[src/rtl/soc_end_monitor.sv]
// soc_end_monitor: multi-channel end-of-test monitor with watchdog.
// Latches each channel's result on its first completion flag, cross-checks
// all latched results against channel 0 and reports a sticky verdict.
// Optional feature macro: SOC_MON_SKEW_EN adds a COLLECT state that lets
// channels complete up to SKEW_MAX cycles apart; without it any
// non-simultaneous completion is a mismatch (strict lockstep).
//
// state   | meaning
// --------+-------------------------------------------------------------
// IDLE    | waiting for fetch_en_i
// RUN     | counting cycles, waiting for the first channel flag
// COLLECT | some channels done, waiting for the rest (skew build only)
// DONE    | verdict latched, all outputs frozen until reset

module soc_end_monitor #(
    parameter int NUM_CH     = 3,
    parameter int DATA_WIDTH = 32,
    parameter int CNT_WIDTH  = 24,
    parameter int SKEW_MAX   = 4
) (
    input  logic                         clk_i,
    input  logic                         rst_i,
    input  logic                         fetch_en_i,
    input  logic [CNT_WIDTH-1:0]         timeout_i,
    input  logic [NUM_CH-1:0]            flag_i,
    input  logic [NUM_CH*DATA_WIDTH-1:0] result_i,
    output logic [NUM_CH-1:0]            ch_done_o,
    output logic                         done_o,
    output logic                         pass_o,
    output logic                         mismatch_o,
    output logic                         timeout_o,
    output logic [DATA_WIDTH-1:0]        result_o,
    output logic [CNT_WIDTH-1:0]         cycles_o
);

`ifdef SOC_MON_SKEW_EN
    typedef enum logic [1:0] {S_IDLE, S_RUN, S_COLLECT, S_DONE} state_t;
    localparam int SKEW_W = $clog2(SKEW_MAX + 1);
    logic [SKEW_W-1:0] skew_q;
    logic              collect_d;
`else
    typedef enum logic [1:0] {S_IDLE, S_RUN, S_DONE} state_t;
`endif

    state_t                  state_q;
    logic [CNT_WIDTH-1:0]    cnt_q;
    logic [NUM_CH-1:0]       ch_done_q;
    logic [DATA_WIDTH-1:0]   res_q [NUM_CH];
    logic                    done_q, pass_q, mismatch_q, timeout_q;

    logic                    running_d;
    logic [NUM_CH-1:0]       cap_d;
    logic [NUM_CH-1:0]       lat_d;
    logic                    all_done_d;
    logic                    wd_hit_d;
    logic [CNT_WIDTH-1:0]    cnt_d;
    logic [DATA_WIDTH-1:0]   res_d [NUM_CH];
    logic                    differ_d;
    logic                    fin_d, fin_mm_d, fin_to_d;

    // Capture, watchdog and verdict decisions for the current cycle
    always_comb begin
        running_d = (state_q == S_RUN);
`ifdef SOC_MON_SKEW_EN
        running_d = running_d || (state_q == S_COLLECT);
`endif
        cap_d      = running_d ? (flag_i & ~ch_done_q) : '0;
        all_done_d = &(ch_done_q | cap_d);
        cnt_d      = (&cnt_q) ? cnt_q : cnt_q + CNT_WIDTH'(1);
        wd_hit_d   = running_d && (timeout_i != '0) &&
                     (({1'b0, cnt_q} + (CNT_WIDTH+1)'(1)) == {1'b0, timeout_i});
        // A watchdog expiry freezes the channel set unless this edge completes it
        lat_d      = (wd_hit_d && !all_done_d) ? '0 : cap_d;
        for (int c = 0; c < NUM_CH; c++) begin
            res_d[c] = lat_d[c] ? result_i[c*DATA_WIDTH +: DATA_WIDTH] : res_q[c];
        end
        differ_d = 1'b0;
        for (int c = 0; c < NUM_CH; c++) begin
            if ((ch_done_q[c] || lat_d[c]) && (res_d[c] != res_d[0])) begin
                differ_d = 1'b1;
            end
        end
        fin_d    = 1'b0;
        fin_mm_d = 1'b0;
        fin_to_d = 1'b0;
`ifdef SOC_MON_SKEW_EN
        collect_d = 1'b0;
`endif
        if (running_d) begin
            if (all_done_d) begin
                fin_d    = 1'b1;
                fin_mm_d = differ_d;
            end else if (wd_hit_d) begin
                fin_d    = 1'b1;
                fin_to_d = 1'b1;
                fin_mm_d = differ_d;
            end else if ((state_q == S_RUN) && (|cap_d)) begin
`ifdef SOC_MON_SKEW_EN
                collect_d = 1'b1;
`else
                fin_d    = 1'b1;
                fin_mm_d = 1'b1;
`endif
            end
`ifdef SOC_MON_SKEW_EN
            else if ((state_q == S_COLLECT) && (skew_q >= SKEW_W'(SKEW_MAX))) begin
                fin_d    = 1'b1;
                fin_mm_d = 1'b1;
            end
`endif
        end
    end

    // Sequencer FSM with registered verdict, counters and result latches
    always_ff @(posedge clk_i or posedge rst_i) begin
        if (rst_i) begin
            state_q    <= S_IDLE;
            cnt_q      <= '0;
            ch_done_q  <= '0;
            done_q     <= 1'b0;
            pass_q     <= 1'b0;
            mismatch_q <= 1'b0;
            timeout_q  <= 1'b0;
            for (int c = 0; c < NUM_CH; c++) res_q[c] <= '0;
`ifdef SOC_MON_SKEW_EN
            skew_q     <= '0;
`endif
        end else begin
            case (state_q)
                S_IDLE: begin
                    if (fetch_en_i) begin
                        state_q <= S_RUN;
                        cnt_q   <= '0;
                    end
                end
                S_DONE: ;
                default: begin
                    cnt_q     <= cnt_d;
                    ch_done_q <= ch_done_q | lat_d;
                    for (int c = 0; c < NUM_CH; c++) res_q[c] <= res_d[c];
                    if (fin_d) begin
                        state_q    <= S_DONE;
                        done_q     <= 1'b1;
                        mismatch_q <= fin_mm_d;
                        timeout_q  <= fin_to_d;
                        pass_q     <= ~fin_mm_d & ~fin_to_d;
                    end
`ifdef SOC_MON_SKEW_EN
                    else if (collect_d) begin
                        state_q <= S_COLLECT;
                        skew_q  <= SKEW_W'(1);
                    end else if (state_q == S_COLLECT) begin
                        skew_q  <= skew_q + SKEW_W'(1);
                    end
`endif
                end
            endcase
        end
    end

    assign ch_done_o  = ch_done_q;
    assign done_o     = done_q;
    assign pass_o     = pass_q;
    assign mismatch_o = mismatch_q;
    assign timeout_o  = timeout_q;
    assign result_o   = res_q[0];
    assign cycles_o   = cnt_q;

endmodule

[config.mk]
export PLATFORM = sky130hd
export DESIGN_NAME = soc_end_monitor
export DESIGN_NICKNAME = d
export VERILOG_FILES = /design/src/rtl/soc_end_monitor.sv
export SDC_FILE = /design/constraint.sdc
export NUM_CORES = 1
export LEC_CHECK = 0
export CORE_ASPECT_RATIO = 1.4
export CORE_MARGIN = 5
export CORE_UTILIZATION = 40
export DETAILED_ROUTE_END_ITERATION = 8
export DONT_BUFFER_PORTS = 1
export PLACE_DENSITY_LB_ADDON = 0.1
export SLEW_MARGIN = 20
export SYNTH_ARGS = -nofsm -noshare
export SYNTH_HDL_FRONTEND = slang
export SYNTH_SLANG_ARGS = --single-unit
[constraint.sdc]
create_clock -name clk_i -period 5 [get_ports clk_i]
set_input_delay 1.25 -clock clk_i [delete_from_list [all_inputs] [get_ports clk_i]]
set_output_delay 1.25 -clock clk_i [all_outputs]
set_load 0.05 [all_outputs]
======== Word-level counts from Yosys, hierarchy flattened ========
Cells that the tools add are included.
word-level totals
  register bits ........................... 129
  input port bits ......................... 126
  logic and storage cells ................. 70
operators by class
  add/subtract/negate cells ............... 2
  equality and inequality tests ........... 7
  multiplexer cells ....................... 23
  bitwise gates (word level) .............. 9
  reductions and logical operators ........ 19
operators with widths
  kind                                                             number
  32-bit 2-to-1 mux                                                3
  32-bit != test                                                   2
  24-bit 2-to-1 mux                                                2
  24-bit case mux with 2 select lines                              1
  24-bit by 1-bit adder with 25-bit output, second input constant  1
  25-bit by 24-bit == test with 1-bit output                       1
  24-bit by 1-bit adder with 24-bit output, second input constant  1
  24-bit AND reduction                                             1
  24-bit nonzero test                                              1
  1-bit 2-to-1 mux                                                 12
  3-bit AND reduction                                              3
  1-bit logical AND                                                6
  3-bit 2-to-1 mux                                                 2
  3-bit bitwise OR                                                 2
  2-bit 2-to-1 mux                                                 2
  1-bit inverter                                                   4
  2-bit case mux with 2 select lines                               1
  3-bit AND                                                        1
  3-bit inverter                                                   1
  3-bit OR reduction                                               1
  2-bit by 1-bit == test with 1-bit output, second input constant  1
  2-bit == test, second input constant                             1
  2-bit logical NOT                                                1
  1-bit logical OR                                                 2
  7 further kinds                                                  7

======== Logic depth before layout (Yosys ltp) ========
  depth after elaboration ................. 18
  mapped depth ............................ 19

======== Worst setup path after synthesis ========
Ideal clock, no wire load.
  path type ............................... register to register
  start point ............................. reg cnt_q[1], in the netlist cycles_o[1]
  end point ............................... reg mismatch_q, in the netlist mismatch_o
  library setup time ...................... 0.129 ns
  arrival time ............................ 5.073 ns
  required time ........................... 4.871 ns
  slack ................................... -0.203 ns
  stages on the path, launching flop included .. 19
  buffers on the path ..................... 3
  period minus slack after synthesis ...... 5.203 ns
  cell sequence ........................... dfrtp_1 -> ha_1 -> buf_2 -> nand3_4 -> or4_1 -> buf_2 -> or3_1 -> xnor2_1 -> nor4b_1 -> o2111ai_2 -> o311ai_4 -> buf_2 -> mux2_2 -> xor2_1 -> nand4_1 -> nor4_1 -> nand4_1 -> a221oi_2 -> a21oi_1
on the way
  word-level cells in the longest chain between the ends .. 13
ends and longest elaborated chain
  element                                       line  text
  start, declared                               46    logic [CNT_WIDTH-1:0] cnt_q;
  start signal, assigned                        138   cnt_q <= cnt_d;
  24-bit by 1-bit adder with 25-bit output *    71    (({1'b0, cnt_q} + (CNT_WIDTH+1)'(1)) == {1'b0, timeout_i});
  25-bit by 24-bit == test with 1-bit output *  71
  1-bit logical AND *                           70    wd_hit_d = running_d && (timeout_i != '0) &&
  1-bit logical AND                             73    lat_d = (wd_hit_d && !all_done_d) ? '0 : cap_d;
  3-bit 2-to-1 mux                              73
  32-bit 2-to-1 mux                             75    res_d[c] = lat_d[c] ? result_i[c*DATA_WIDTH +: DATA_WIDTH] : res_q[c];
  32-bit != test                                79    if ((ch_done_q[c] || lat_d[c]) && (res_d[c] != res_d[0])) begin
  1-bit logical AND                             79
  1-bit 2-to-1 mux (2 in a row)                 79
  1-bit 2-to-1 mux                              93    end else if (wd_hit_d) begin
  1-bit 2-to-1 mux                              90    if (all_done_d) begin
  1-bit 2-to-1 mux                              89    if (running_d) begin
  end signal, assigned                          144   mismatch_q <= fin_mm_d;
  end, declared                                 49    logic done_q, pass_q, mismatch_q, timeout_q;
Every way passes the cells marked *; elsewhere a longest branch is shown, timed or not.
A chain may end at the register's enable or synchronous reset.

======== Worst setup path after layout ========
  start point ............................. in timeout_i[6]
  end point ............................... reg mismatch_q, in the netlist mismatch_o
on the way
  word-level cells in the longest chain between the ends .. 13
ends and longest elaborated chain
  element                        line  text
  start, declared                24    input logic [CNT_WIDTH-1:0] timeout_i,
  24-bit nonzero test            70
  1-bit logical AND              70
  1-bit logical AND *            70
  1-bit logical AND              73
  3-bit 2-to-1 mux               73
  32-bit 2-to-1 mux              75
  32-bit != test                 79
  1-bit logical AND              79
  1-bit 2-to-1 mux (2 in a row)  79
  1-bit 2-to-1 mux               93
  1-bit 2-to-1 mux               90
  1-bit 2-to-1 mux               89
Marks and branches as above.

==> run_results.csv <==
group,metric,value,unit
setup_path,startpoint_type,"input pin",
clocking,path_clk_slew,0.06,ns
logic_synthesis,synth_ff_type,"dfrtp_1",
die,ios,189,
power,power_density,294.4,nW/um2
timing,finalHoldViolCount,0,
finish,mostFrequentLayoutCells,"dfrtp_1, buf_4, mux2_2",
logic_synthesis,postSynthAreaPerCell,11.04,um2
timing,hold_ws,0.5030,ns
setup_path,crit_path_end_kind,"flop",
logic_synthesis,synth-seq-cells,129,
grt,antenna_found_initial,2,
logic_synthesis,synth.distinct_cells,67,
die,die_w,124.5,um
clocking,worstSkewPairLatency,0.42,ns
setup_path,r2r_end,"mismatch_o",
job,cap_violations,0,
timing,fin_worst_skew,0.01204,ns
timing,setup_viol,0,
clocking,cts_buffers,17,
logic_synthesis,synth_fp_nets,792,
timing,rsz0062_at_grt,"yes",
die,coreArea,18000,um2
grt,grt_max_degree,106,
setup_path,crit_arrival,5.04,ns
detailed_routing,dr.first_iter.drc_count,251,
finish,drive_gt1_share,34.79,%
setup_path,rrSetupSlack,0.26,ns
detailed_routing,drt-pass1-iter-count,4,
clocking,cts_tree,"yes",
min_path,min_from,"res_q[43]",
timing,period_minus_slack,4.758,ns
setup_path,timing.rr.start,"cycles_o[1]",
clocking,cts.sink_count,129,
die,floorplan.initialDensity,40.80,%
finish,area_delta_synth_final,20.68,%
power,irDropWorstVdd,0.1998,mV
logic_synthesis,synthArstFlopShare,100.0,%
logic_synthesis,ys_seq_area_share,43.96,%
setup_path,critPathKind,"input pin to flop",
detailed_routing,finalWirelength,20530,um
detailed_routing,vias,5148,
die,num_rows,58,
setup_path,cp.required,5.29,ns
setup_path,cp_max_fo,7,
status,status,"completed",
placed_design,gp_congestion,0.8496,
grt,grt_pass1_wl,31620,um
detailed_routing,vias_per_cell,5.302,
detailed_routing,drtAntennaViolNets,0,
detailed_routing,drc,0,
finish,instances_no_fill,971,
logic_synthesis,synth_edf_count,0,
placed_design,dpl.cell_count,929,
clocking,h-tree-depth,4,
clocking,cts_root_buffer,"clkbuf_16",
timing,max_clock_freq,210.2,MHz
clocking,cts_buffer_depth,2,
grt,first_global_vias,5478,
timing,relSlewSlack,41.34,%
min_path,holdCritPathClass,"flop to flop",
min_path,min_to,"res_q[43]",
placed_design,numPortBuffers,0,
logic_synthesis,synth_warnings,0,
die,dieHeight,170.3,um
finish,nFillCells,1706,
logic_synthesis,synth_cells,665,
detailed_routing,wl_per_cell,21.14,um
die,die-area,21210,um2
clocking,cts_hold_buffers,0,
grt,grt.total_usage,19.30,%
finish,final_common_cell,"dfrtp_1",
logic_synthesis,synth_area,7343,um2
power,leakage,4.252,nW
placed_design,dp_hpwl,16070,um
timing,worst_slew_pin_slew,0.8778,ns
finish,fin_nets,844,
min_path,hold_depth,1,
setup_path,ff2ff_path_depth,18,
timing,drv_slew,0,
timing,post-route-period-util,95.16,%
grt,grt_remaining_overflow,0,
## sequential cells by signal (all words and copies together), names as in the netlist
register and flops:
ch_done_o 3, cycles_o 24, done_o 1, mismatch_o 1
pass_o 1, res_q 64, result_o 32, state_q 2
timeout_o 1
## metal layers
metal  routed length [um]  part of all wire [%]  up-vias  track usage (%)
met5                   13                 0.063        -                0
met4                  650                   3.2        2            7.916
met3                 1191                   5.8       34            6.091
met2                11090                    54      168            34.98
met1                 7584                    37     2534            20.87
li1                     -                     -     2410                -
## synth_stat cells (4+ instances only)
| cell | n | area (um2) |
|---|---|---|
| nor2_1 | 29 | 108.9 |
| buf_4 | 34 | 255.2 |
| nand4_1 | 17 | 106.4 |
| o31ai_1 | 7 | 52.55 |
| nand2_1 | 29 | 108.9 |
| nor2b_1 | 4 | 25.02 |
| mux2i_1 | 5 | 50.05 |
| mux2_2 | 64 | 720.7 |
| xor2_1 | 54 | 473.0 |
| inv_1 | 42 | 157.7 |
| xnor2_1 | 38 | 332.8 |
| nand2b_1 | 8 | 50.05 |
| nor3b_1 | 4 | 30.03 |
| nor3_1 | 10 | 50.05 |
| nor4_1 | 16 | 100.1 |
| dfrtp_1 | 129 | 3228 |
| buf_2 | 10 | 50.05 |
| o21ai_0 | 36 | 180.2 |
| nand3_1 | 9 | 45.04 |
| and3_1 | 4 | 25.02 |
| o41ai_1 | 5 | 43.79 |
| mux2i_2 | 26 | 357.8 |
| a21oi_1 | 9 | 45.04 |
| nor4b_1 | 4 | 35.03 |
| clkbuf_1 | 10 | 37.54 |
## layout make-up
cell class                      instances  area [um2]  share of cell area, %
Clock buffer                           17       425.4                  4.800
Antenna cell                            1       2.502                0.02824
Multi-Input combinational cell        435        3685                  41.58
Clock inverter                         15       182.7                  2.061
Timing Repair Buffer                   92       873.3                  9.855
Tap cell                              240       300.3                  3.388
Sequential cell                       129        3231                  36.45
Inverter                               42       162.7                  1.835
## what timing repair did
action | CTS | global route
pin swaps | 0 | 16
gates cloned | 0 | 1
hold endpoints to repair | 0 | 0
buffers inserted | 0 | 7
setup endpoints to repair | 2 | 2
gates resized for setup | 3 | 32
## cell families after synthesis
kind of cell	after synthesis	synth area share, %
AND/OR/NAND/NOR	158	12.93
flip-flops	129	43.96
buffers and inverters	101	7.753
multiplexers	96	15.68
XOR/XNOR	92	10.97
AO/OA/AOI/OAI	88	8.536
adder cells (fa/ha/maj)	1	0.1704
## report_power, final
part	switching (mW)	leakage (nW)	internal, mW	total [mW]
Combinational	0.158	2.18	0.0914	0.250
Sequential	0.0184	1.77	1.06	1.08
Clock	0.494	0.292	0.790	1.28
## how the worst max path moves through the flow
stage,to,slack [ns],cells after the start,startpoint
final,mismatch_o,0.24,17,timeout_i[6]
after detailed placement,mismatch_o,-0.30,17,timeout_i[6]
after floorplan,cycles_o[0],0.006,1,rst_i
after global routing,mismatch_o,-0.02,20,cycles_o[2]
after global placement,mismatch_o,-0.32,17,timeout_i[6]
after CTS,pass_o,0.003,20,cycles_o[0]
## critical path, cell delays in order
cell and delay, ns:
xor2_1 0.13, or4_1 0.42, a211oi_2 0.24, o32ai_1 0.12
nor4_2 0.18, o2111ai_2 0.20, buf_6 0.18, o311ai_4 0.38
buf_12 0.18, mux2_2 0.36, xor2_1 0.17, nand4_1 0.19
nor4_2 0.37, buf_4 0.16, nand4_1 0.11, a221oi_2 0.29
a21oi_1 0.10
## per-stage QoR
step | cell area [um2] | util, % | power, mW | setup TNS, ns | setup WS [ns]
finish | 8862 | 49.24 | 2.609 | 0 | 0.2422
global route | 8862 | 49.24 | 2.707 | -0.03445 | -0.02207
CTS | 8591 | 47.73 | 2.604 | 0 | 0.002833
detailed placement | 7964 | 44.25 | 1.311 | -0.5973 | -0.3005
global placement | 7964 | 44.25 | 1.307 | -0.6354 | -0.3208
floorplan | 7346 | - | 1.246 | 0 | 0.006257
Note: power is estimated with default switching activity, not from simulation.
